`config.mk`:
```
export PLATFORM = sky130hd
export DESIGN_NAME = fetch_unit
export DESIGN_NICKNAME = d
export VERILOG_FILES = /design/src/rtl/fetch_unit.sv
export SDC_FILE = /design/constraint.sdc
export NUM_CORES = 1
export LEC_CHECK = 0
export BUFFER_PORTS_ARGS = -buffer_cell sky130_fd_sc_hd__buf_2
export CAP_MARGIN = 20
export CORE_ASPECT_RATIO = 0.7
export CORE_MARGIN = 2
export CORE_UTILIZATION = 54
export DETAILED_ROUTE_END_ITERATION = 10
export HOLD_SLACK_MARGIN = 0.15
export PLACE_DENSITY = 0.84
export SYNTH_ARGS = -nofsm -noshare
export SYNTH_HDL_FRONTEND = slang
export SYNTH_SLANG_ARGS = --single-unit
```
`constraint.sdc`:
```
create_clock -name clk -period 8.33 [get_ports clk]
set_input_delay 2.0825 -clock clk [delete_from_list [all_inputs] [get_ports clk]]
set_output_delay 2.0825 -clock clk [all_outputs]
set_load 0.005 [all_outputs]
```
`src/rtl/fetch_unit.sv`:
```
// Instruction fetch stage: PC, valid/ready request issue to instruction memory and an in-order
// ring of {pc, instr} slots for decode, with redirect flush and stale-response discard.
module fetch_unit #(
  parameter logic [31:0] RESET_PC = 32'h0000_0000,
  parameter int unsigned DEPTH    = 2
) (
  input  logic        clk,
  input  logic        rst,
  input  logic        br_taken,
  input  logic [31:0] br_target,
  input  logic        jump_en,
  input  logic [31:0] jump_target,
  output logic        imem_req_valid,
  input  logic        imem_req_ready,
  output logic [31:0] imem_req_addr,
  input  logic        imem_rsp_valid,
  input  logic [31:0] imem_rsp_data,
  output logic        if_valid,
  input  logic        if_ready,
  output logic [31:0] if_instr,
  output logic [31:0] if_pc,
  output logic        misalign_err
);

  localparam int unsigned PW = $clog2(DEPTH);
  localparam int unsigned CW = PW + 1;
  // Back-to-back redirects can stack stale responses beyond DEPTH.
  localparam int unsigned DW = CW + 3;
  localparam logic [CW-1:0] DepthC = CW'(DEPTH);

  logic [31:0]   pc_q, pc_d;
  logic [PW-1:0] head_q, head_d, tail_q, tail_d;
  logic [CW-1:0] count_q, count_d, unfilled_q, unfilled_d;
  logic [DW-1:0] discard_q, discard_d;
  logic          misalign_q, misalign_d;
  logic [31:0]   slot_pc_q    [DEPTH];
  logic [31:0]   slot_instr_q [DEPTH];

  logic          redirect, alloc, pop, rsp_fill, rsp_drop;
  logic [31:0]   target;
  logic [CW-1:0] filled_cnt;
  logic [PW-1:0] fill_idx;

  always_comb begin
    redirect   = br_taken | jump_en;
    target     = br_taken ? br_target : jump_target;
    filled_cnt = count_q - unfilled_q;
    // Responses arrive in order, so the oldest unfilled slot sits just past the filled ones.
    fill_idx   = head_q + filled_cnt[PW-1:0];
    if_valid   = (filled_cnt != '0);
    if_instr   = slot_instr_q[head_q];
    if_pc      = slot_pc_q[head_q];
    pop        = if_valid & if_ready & ~redirect;
    // A pop frees a slot this cycle, letting a full ring keep one fetch per cycle.
    imem_req_valid = ~rst & ~redirect & ((count_q < DepthC) | pop);
    imem_req_addr  = pc_q;
    alloc      = imem_req_valid & imem_req_ready;
    rsp_drop   = imem_rsp_valid & (discard_q != '0);
    rsp_fill   = imem_rsp_valid & (discard_q == '0);
    misalign_err = misalign_q;
  end

  always_comb begin
    pc_d       = pc_q;
    head_d     = head_q;
    tail_d     = tail_q;
    count_d    = count_q;
    unfilled_d = unfilled_q;
    discard_d  = discard_q;
    misalign_d = 1'b0;
    if (redirect) begin
      pc_d       = {target[31:2], 2'b00};
      head_d     = tail_q;
      count_d    = '0;
      unfilled_d = '0;
      discard_d  = discard_q + DW'(unfilled_q) - DW'(imem_rsp_valid);
      misalign_d = (target[1:0] != 2'b00);
    end else begin
      if (alloc) begin
        pc_d   = pc_q + 32'd4;
        tail_d = tail_q + PW'(1);
      end
      if (pop) head_d = head_q + PW'(1);
      count_d    = count_q + CW'(alloc) - CW'(pop);
      unfilled_d = unfilled_q + CW'(alloc) - CW'(rsp_fill);
      discard_d  = discard_q - DW'(rsp_drop);
    end
  end

  always_ff @(posedge clk or posedge rst) begin
    if (rst) begin
      pc_q       <= RESET_PC;
      head_q     <= '0;
      tail_q     <= '0;
      count_q    <= '0;
      unfilled_q <= '0;
      discard_q  <= '0;
      misalign_q <= 1'b0;
      for (int i = 0; i < DEPTH; i++) begin
        slot_pc_q[i]    <= '0;
        slot_instr_q[i] <= '0;
      end
    end else begin
      pc_q       <= pc_d;
      head_q     <= head_d;
      tail_q     <= tail_d;
      count_q    <= count_d;
      unfilled_q <= unfilled_d;
      discard_q  <= discard_d;
      misalign_q <= misalign_d;
      if (alloc) slot_pc_q[tail_q] <= pc_q;
      if (rsp_fill) slot_instr_q[fill_idx] <= imem_rsp_data;
    end
  end

endmodule

```
# After elaboration in Yosys (flattened, before gate mapping)
# Cells that the tools add are included.
# W data, S select, Z words.
[word_totals]
word_cells = 73
output_inout_bits = 99
inputBits = 103
register_bits = 172
[op_classes]
reduce_logical = 9
n_mux = 21
n_lt_le_gt_ge = 6
n_addsub = 12
n_bitwise = 14
[ops]
columns = ["operator", "count"]
rows = [
  ["$mux W32", 11],
  ["$bwmux W64", 2],
  ["$demux W32 S1", 2],
  ["$add A32 B3 Y32 const B", 1],
  ["$sub A5 B1 Y5", 2],
  ["$reduce_bool A2 Y1", 4],
  ["$and A1 B1 Y1", 7],
  ["$ge A2 B2 Y1 const B", 3],
  ["$not A1 Y2", 3],
  ["$add A5 B2 Y5", 1],
  ["$logic_not A5 Y1", 1],
  ["$mux W5", 1],
  ["$reduce_bool A5 Y1", 1],
  ["$add A2 B1 Y2", 2],
  ["$lt A2 B1 Y1 const B", 2],
  ["$mux W2", 2],
  ["$sub A2 B1 Y2", 2],
  ["$mux W1", 3],
  ["$add A1 B1 Y1 const B", 2],
  ["$logic_and A1 B1 Y1", 2],
  ["$lt A2 B2 Y1 const B", 1],
  ["$not A1 Y1", 2],
  ["$or A1 B1 Y1", 2],
  ["$reduce_and A2 Y1", 1],
  ["other kinds (2)", 2],
]

# Depth between registers and ports, before layout
[logic_depth]
word_depth = 10
ltp_mapped = 11
ltp_nobuf = 11

# Worst setup path before layout
# OpenSTA, ideal clock, no wires.
[synth_timing]
path_type = "input -> register"
start = "input rst"
end = "register unfilled_q[1]"
path_stages = 11
setup_time_ns = 0.131
n_path_buf = 1
path_slack_ns = 0.403
arrival_ns = 7.797
t_required_ns = 8.199
cell_sequence = "inv_1 nand2_1 nor2_1 clkbuf_1 nand2_1 ha_1 inv_1 ha_1 xnor2_1 xnor2_1 nor2_1"
[synth_via]
elab_chain_len = 7
[synth_rtl]
columns = ["element", "line", "source"]
rows = [
  ["start, declared", "8", "input logic rst,"],
  ["$not A1 Y1", "55", "imem_req_valid = ~rst & ~redirect & ((count_q < DepthC) | pop);"],
  ["$and A1 B1 Y1 (2 in series)", "55", ""],
  ["$and A1 B1 Y1", "57", "alloc = imem_req_valid & imem_req_ready;"],
  ["$add A2 B1 Y2", "85", "unfilled_d = unfilled_q + CW'(alloc) - CW'(rsp_fill);"],
  ["$sub A2 B1 Y2", "85", ""],
  ["$mux W2", "71", "if (redirect) begin"],
  ["net unfilled_d[1]", "33", "logic [CW-1:0] count_q, count_d, unfilled_q, unfilled_d;"],
  ["end signal, assigned", "108", "unfilled_q <= unfilled_d;"],
  ["end, declared", "33", ""],
]
# The timed path passes the listed nets, and every way through them passes these cells.
# A chain may end at the register's enable or synchronous reset.

# Worst setup path after layout
[layout_timing]
start = "input br_taken"
end = "output imem_req_valid"
[layout_via]
elab_chain_len = 5
word_cells_on_any_way = 6
classes_between = "bitwise: 6"
[layout_rtl]
columns = ["element", "line", "source"]
rows = [
  ["start, declared", "9", "input logic br_taken,"],
  ["$or A1 B1 Y1 (*)", "45", "redirect = br_taken | jump_en;"],
  ["$not A1 Y1 (*)", "53, 55", ""],
  ["$and A1 B1 Y1", "53", "pop = if_valid & if_ready & ~redirect;"],
  ["$or A1 B1 Y1", "55", ""],
  ["$and A1 B1 Y1 (*)", "55", ""],
  ["end, declared", "13", "output logic imem_req_valid,"],
]
# Mark *: on every way between the ends. The rest lies on a longest branch, timed or not.

==> metrics list <==
- Post-synthesis cell area: ~8500 um2
* Maximum single-stage delay on the critical path: about 0.6 ns
- The first routing iteration left 439 violations.
* Number of global-route vias before repair: around 6.5k
- Dividing the detail-routed via count by the number of cells gives approximately 5.8.
- The detail route stage leaves a number of antenna-violating nets equal to 0.
- The analysis attributes to cell leakage a power of just over 5 nW.
- Via count: 6627
- At the worst endpoint, the required time is around 6.3 ns.
- Data arrival at the endpoint of the critical path: around 3.5 ns
- Count of flip-flops with a built-in enable after synthesis: 0
- IR analysis of the VDD net gives a maximum drop of approximately 0.15 mV.
- The share of the Yosys chip area taken by registers is approximately 49%.
- Number of distinct library cells after synthesis: 63
* Type of the worst setup path: input port to primary output
- Sequential Area: about 4200 um2
- The worst hold path begins at slot_pc_q[61].
- Core Box Area: 15500 um2
- Counting every sink on the clock net gives around 170.
* Maxcap violations: 0
- Fraction of registers with async set or reset after synthesis: 100%
- Synth Instances: around 740
- Once placement finished, the instance area stood at 9650 um2.
* Main flop type after synthesis: sky130_fd_sc_hd__dfrtp_1
* Remaining design rule violation count: 0
* Post-DP HPWL: between 10000 and 15000 um
* Period utilisation layout: about two thirds
- After detailed routing, the average wire length per cell comes to about 18 um.
- From left edge to right edge, the die measures ~150 um.
* Class of the most critical hold timing path: register to register
- At the end of routability-driven placement, the weighted congestion stood at between 0.9 and 1.
- Maximum fanout count along the critical path: 64
* Count of boundary I/O pins: about 200
* Footprint of the multi-input gates: around 4100 um2
- The smallest clock period supported by the final layout is computed as about 5.6 ns.
- Summed over all failing endpoints, the final setup total negative slack is 0 ns.
- Max Clk Rate: roughly 0.18 GHz
- After clock tree synthesis, the flow added hold-fix buffers numbering 0.
- Critical Path Slowest Stage Cell: sky130_fd_sc_hd__or2_2
* Number of endpoints with negative hold slack in the final report: 0
- Layout cells sized above 1: between 40 and 50%
* Critical path buffer and inverter count: 3
* Kind of cell with the highest combined delay on the critical path: simple AND/OR/NAND/NOR gates
- The synthesized design spends more area on one cell type than any other, namely sky130_fd_sc_hd__dfrtp_1.
* Clock insertion delay at the later pin of the skew report: 0.42 ns
- Slew Limit Fails: 0
* Sequence of cells on the critical path: buf_2 -> buf_4 -> or2_2 -> nor3_1 -> buf_2
- Total detailed-routing wirelength: between 20000 and 25000 um
- Dividing the synthesized area by the synthesized cell count gives between 10 and 15 um2.
- Critical Path Source Type: input port
- Portion of synthesized cell area occupied by the leading cell type: 48.6%
- The total overflow left after global routing is 0.
* Die area: roughly 17000 um2
- Synthesis inferred between 150 and 200 register bits.
- Post-CTS setup repair buffer count: 0
- Maximum number of pins on one net before global-route repair: 103
- Setup repair after global routing left no endpoint under its margin.
* Inserted Clock Buffers: 17
- Summing all non-filler instances in the final layout gives an area of between 10000 and 15000 um2.
- The clock passes through at most 2 buffers.
- Power spread over the standard cell area amounts to 298 nW/um2.
* Synth cell count leaders: 181 x sky130_fd_sc_hd__mux2_2, 166 x sky130_fd_sc_hd__dfrtp_1, 63 x sky130_fd_sc_hd__nand2_1
- First-pass GRT wire length: 33000 um
- Yosys printed 0 warnings.
* Most used standard cell by instance count after synthesis: sky130_fd_sc_hd__mux2_2
- Global routing consumed, over all layers together, about a quarter of the routing resources.
- Final-stage net count: about 1.0k
* Number of cells upsized or downsized after cts: 0
* Synth-to-layout area growth: 19.5%
- Tracing the worst setup path back leads to its startpoint at br_taken.
- Cell chosen for the clock root: sky130_fd_sc_hd__clkbuf_16
- CTS tree: done
- Starting utilization of the core area: a little under three fifths
* Worst max-slew margin expressed relative to the limit: a little under a third
* Most prevalent standard cell on the critical path: sky130_fd_sc_hd__buf_2
- Clock slew at the register clock pins of the worst setup and hold paths: 0.07 ns
- Setup-violating endpoint count in the final report: 0
* H-Tree Depth: 4
- Die height: 109 um
- The startpoint identified for the worst register-to-register timing path is unfilled_q[0].
* Post-layout instance count excluding filler cells: between 1k and 1.5k
- Leading cell types by total area after synthesis: sky130_fd_sc_hd__dfrtp_1 49%, sky130_fd_sc_hd__mux2_2 24%, sky130_fd_sc_hd__nand2_1 2.8%, sky130_fd_sc_hd__ha_1 2.2%, sky130_fd_sc_hd__a21oi_1 1.8%
- The worst setup path is captured at a primary output.
* Input/output buffers: 197
- Utilization after layout: roughly two thirds
* Number of iterations in the first detailed-routing pass: 6
- At the pin with the least slew margin, the transition time is 1.05 ns.
- Number of antenna violations at the first check in global routing: 1
* Dpl cells: 1103
- The run finished with clean final reports.
* # rows: 38
- Worst Clk Skew: 0.0164 ns
- Filler cells: 1208
[registers in the layout, indices dropped and copies added, names as in the netlist]
name	flops
slot_instr_q	64
head_q	1
tail_q	1
slot_pc_q	60
imem_req_addr	30
misalign_err	1
count_q	2
discard_q	5
unfilled_q	2
[layout by cell type, fill, tap and decap left out, types with 5 or more instances in the layout]
cell type	Yosys	layout
sky130_fd_sc_hd__a211oi_1	6	6
sky130_fd_sc_hd__a21oi_1	31	31
sky130_fd_sc_hd__a2bb2oi_1	6	6
sky130_fd_sc_hd__a31oi_1	6	6
sky130_fd_sc_hd__buf_2	17	197
sky130_fd_sc_hd__buf_4	5	8
sky130_fd_sc_hd__clkbuf_16	0	17
sky130_fd_sc_hd__dfrtp_1	166	165
sky130_fd_sc_hd__ha_1	15	15
sky130_fd_sc_hd__inv_1	19	18
sky130_fd_sc_hd__inv_6	0	9
sky130_fd_sc_hd__mux2_1	5	5
sky130_fd_sc_hd__mux2_2	181	181
sky130_fd_sc_hd__nand2_1	63	63
sky130_fd_sc_hd__nand3_1	12	11
sky130_fd_sc_hd__nand4_1	7	7
sky130_fd_sc_hd__nor2_1	34	34
sky130_fd_sc_hd__nor2b_1	6	6
sky130_fd_sc_hd__nor3_1	13	12
sky130_fd_sc_hd__nor4_1	7	7
sky130_fd_sc_hd__o21a_1	5	5
sky130_fd_sc_hd__o21ai_0	28	28
sky130_fd_sc_hd__o22ai_1	6	6
sky130_fd_sc_hd__xnor2_1	11	11
sky130_fd_sc_hd__xor2_1	5	5
[final timing paths]
check / cells past startpoint / slack (ns) / to
setup / recovery: 5 / 2.72 / imem_req_valid
hold / removal: 1 / 0.48 / slot_pc_q[61]
setup reg to reg: 7 / 5.59 / slot_pc_q[60]
hold reg to reg: 1 / 0.48 / slot_pc_q[61]
max in group asynchronous: 3 / 5.06 / slot_instr_q[47]
min in group asynchronous: 2 / 1.89 / imem_req_addr[17]
[cell type report]
| class | instances | share of cell area, % |
|---|---|---|
| well taps | 200 | 2.45 |
| multi-input cells | 512 | 40.2 |
| repair buffers | 206 | 10.3 |
| inverters | 19 | 0.747 |
| flip-flops and latches | 166 | 40.7 |
| clock inverters | 14 | 1.26 |
| diodes | 1 | 0.0245 |
| clock buffers | 18 | 4.30 |
[kinds of logic (layout without fill, tap and decap cells)]
family,count (synthesis),in the layout,synth area share [%]
buf+inv,69,257,3.59
fa+ha+maj,16,16,2.43
flops,166,166,48.6
mux,190,190,25.0
xor+xnor,16,16,1.64
simple gates,169,169,9.62
other cells,1,5,0.0439
compound gates,117,117,9.12
[power breakdown]
part	switching, mW	leakage (nW)	internal [mW]
Sequential	0.182	2.16	1.10
Combinational	0.411	2.64	0.588
Clock	0.359	0.285	0.406
[metrics by stage]
stage	hold WS (ns)	total power [mW]	setup WS (ns)
floorplan	0.443	1.92	0.403
global placement	0.464	2.24	2.74
detailed placement	0.471	2.29	2.75
CTS	0.486	3.07	2.76
global route	0.510	3.23	2.65
finish	0.483	3.04	2.72
[metal layers]
layer,global-route usage (%),up-vias,share of wire [%]
met3,5.37,37,7.8
met4,7.34,0,2.0
met2,38.6,300,45
li1,-,3040,-
met5,0,-,0
met1,35.5,3250,46
No activity file was read; power rests on OpenSTA's default activity.
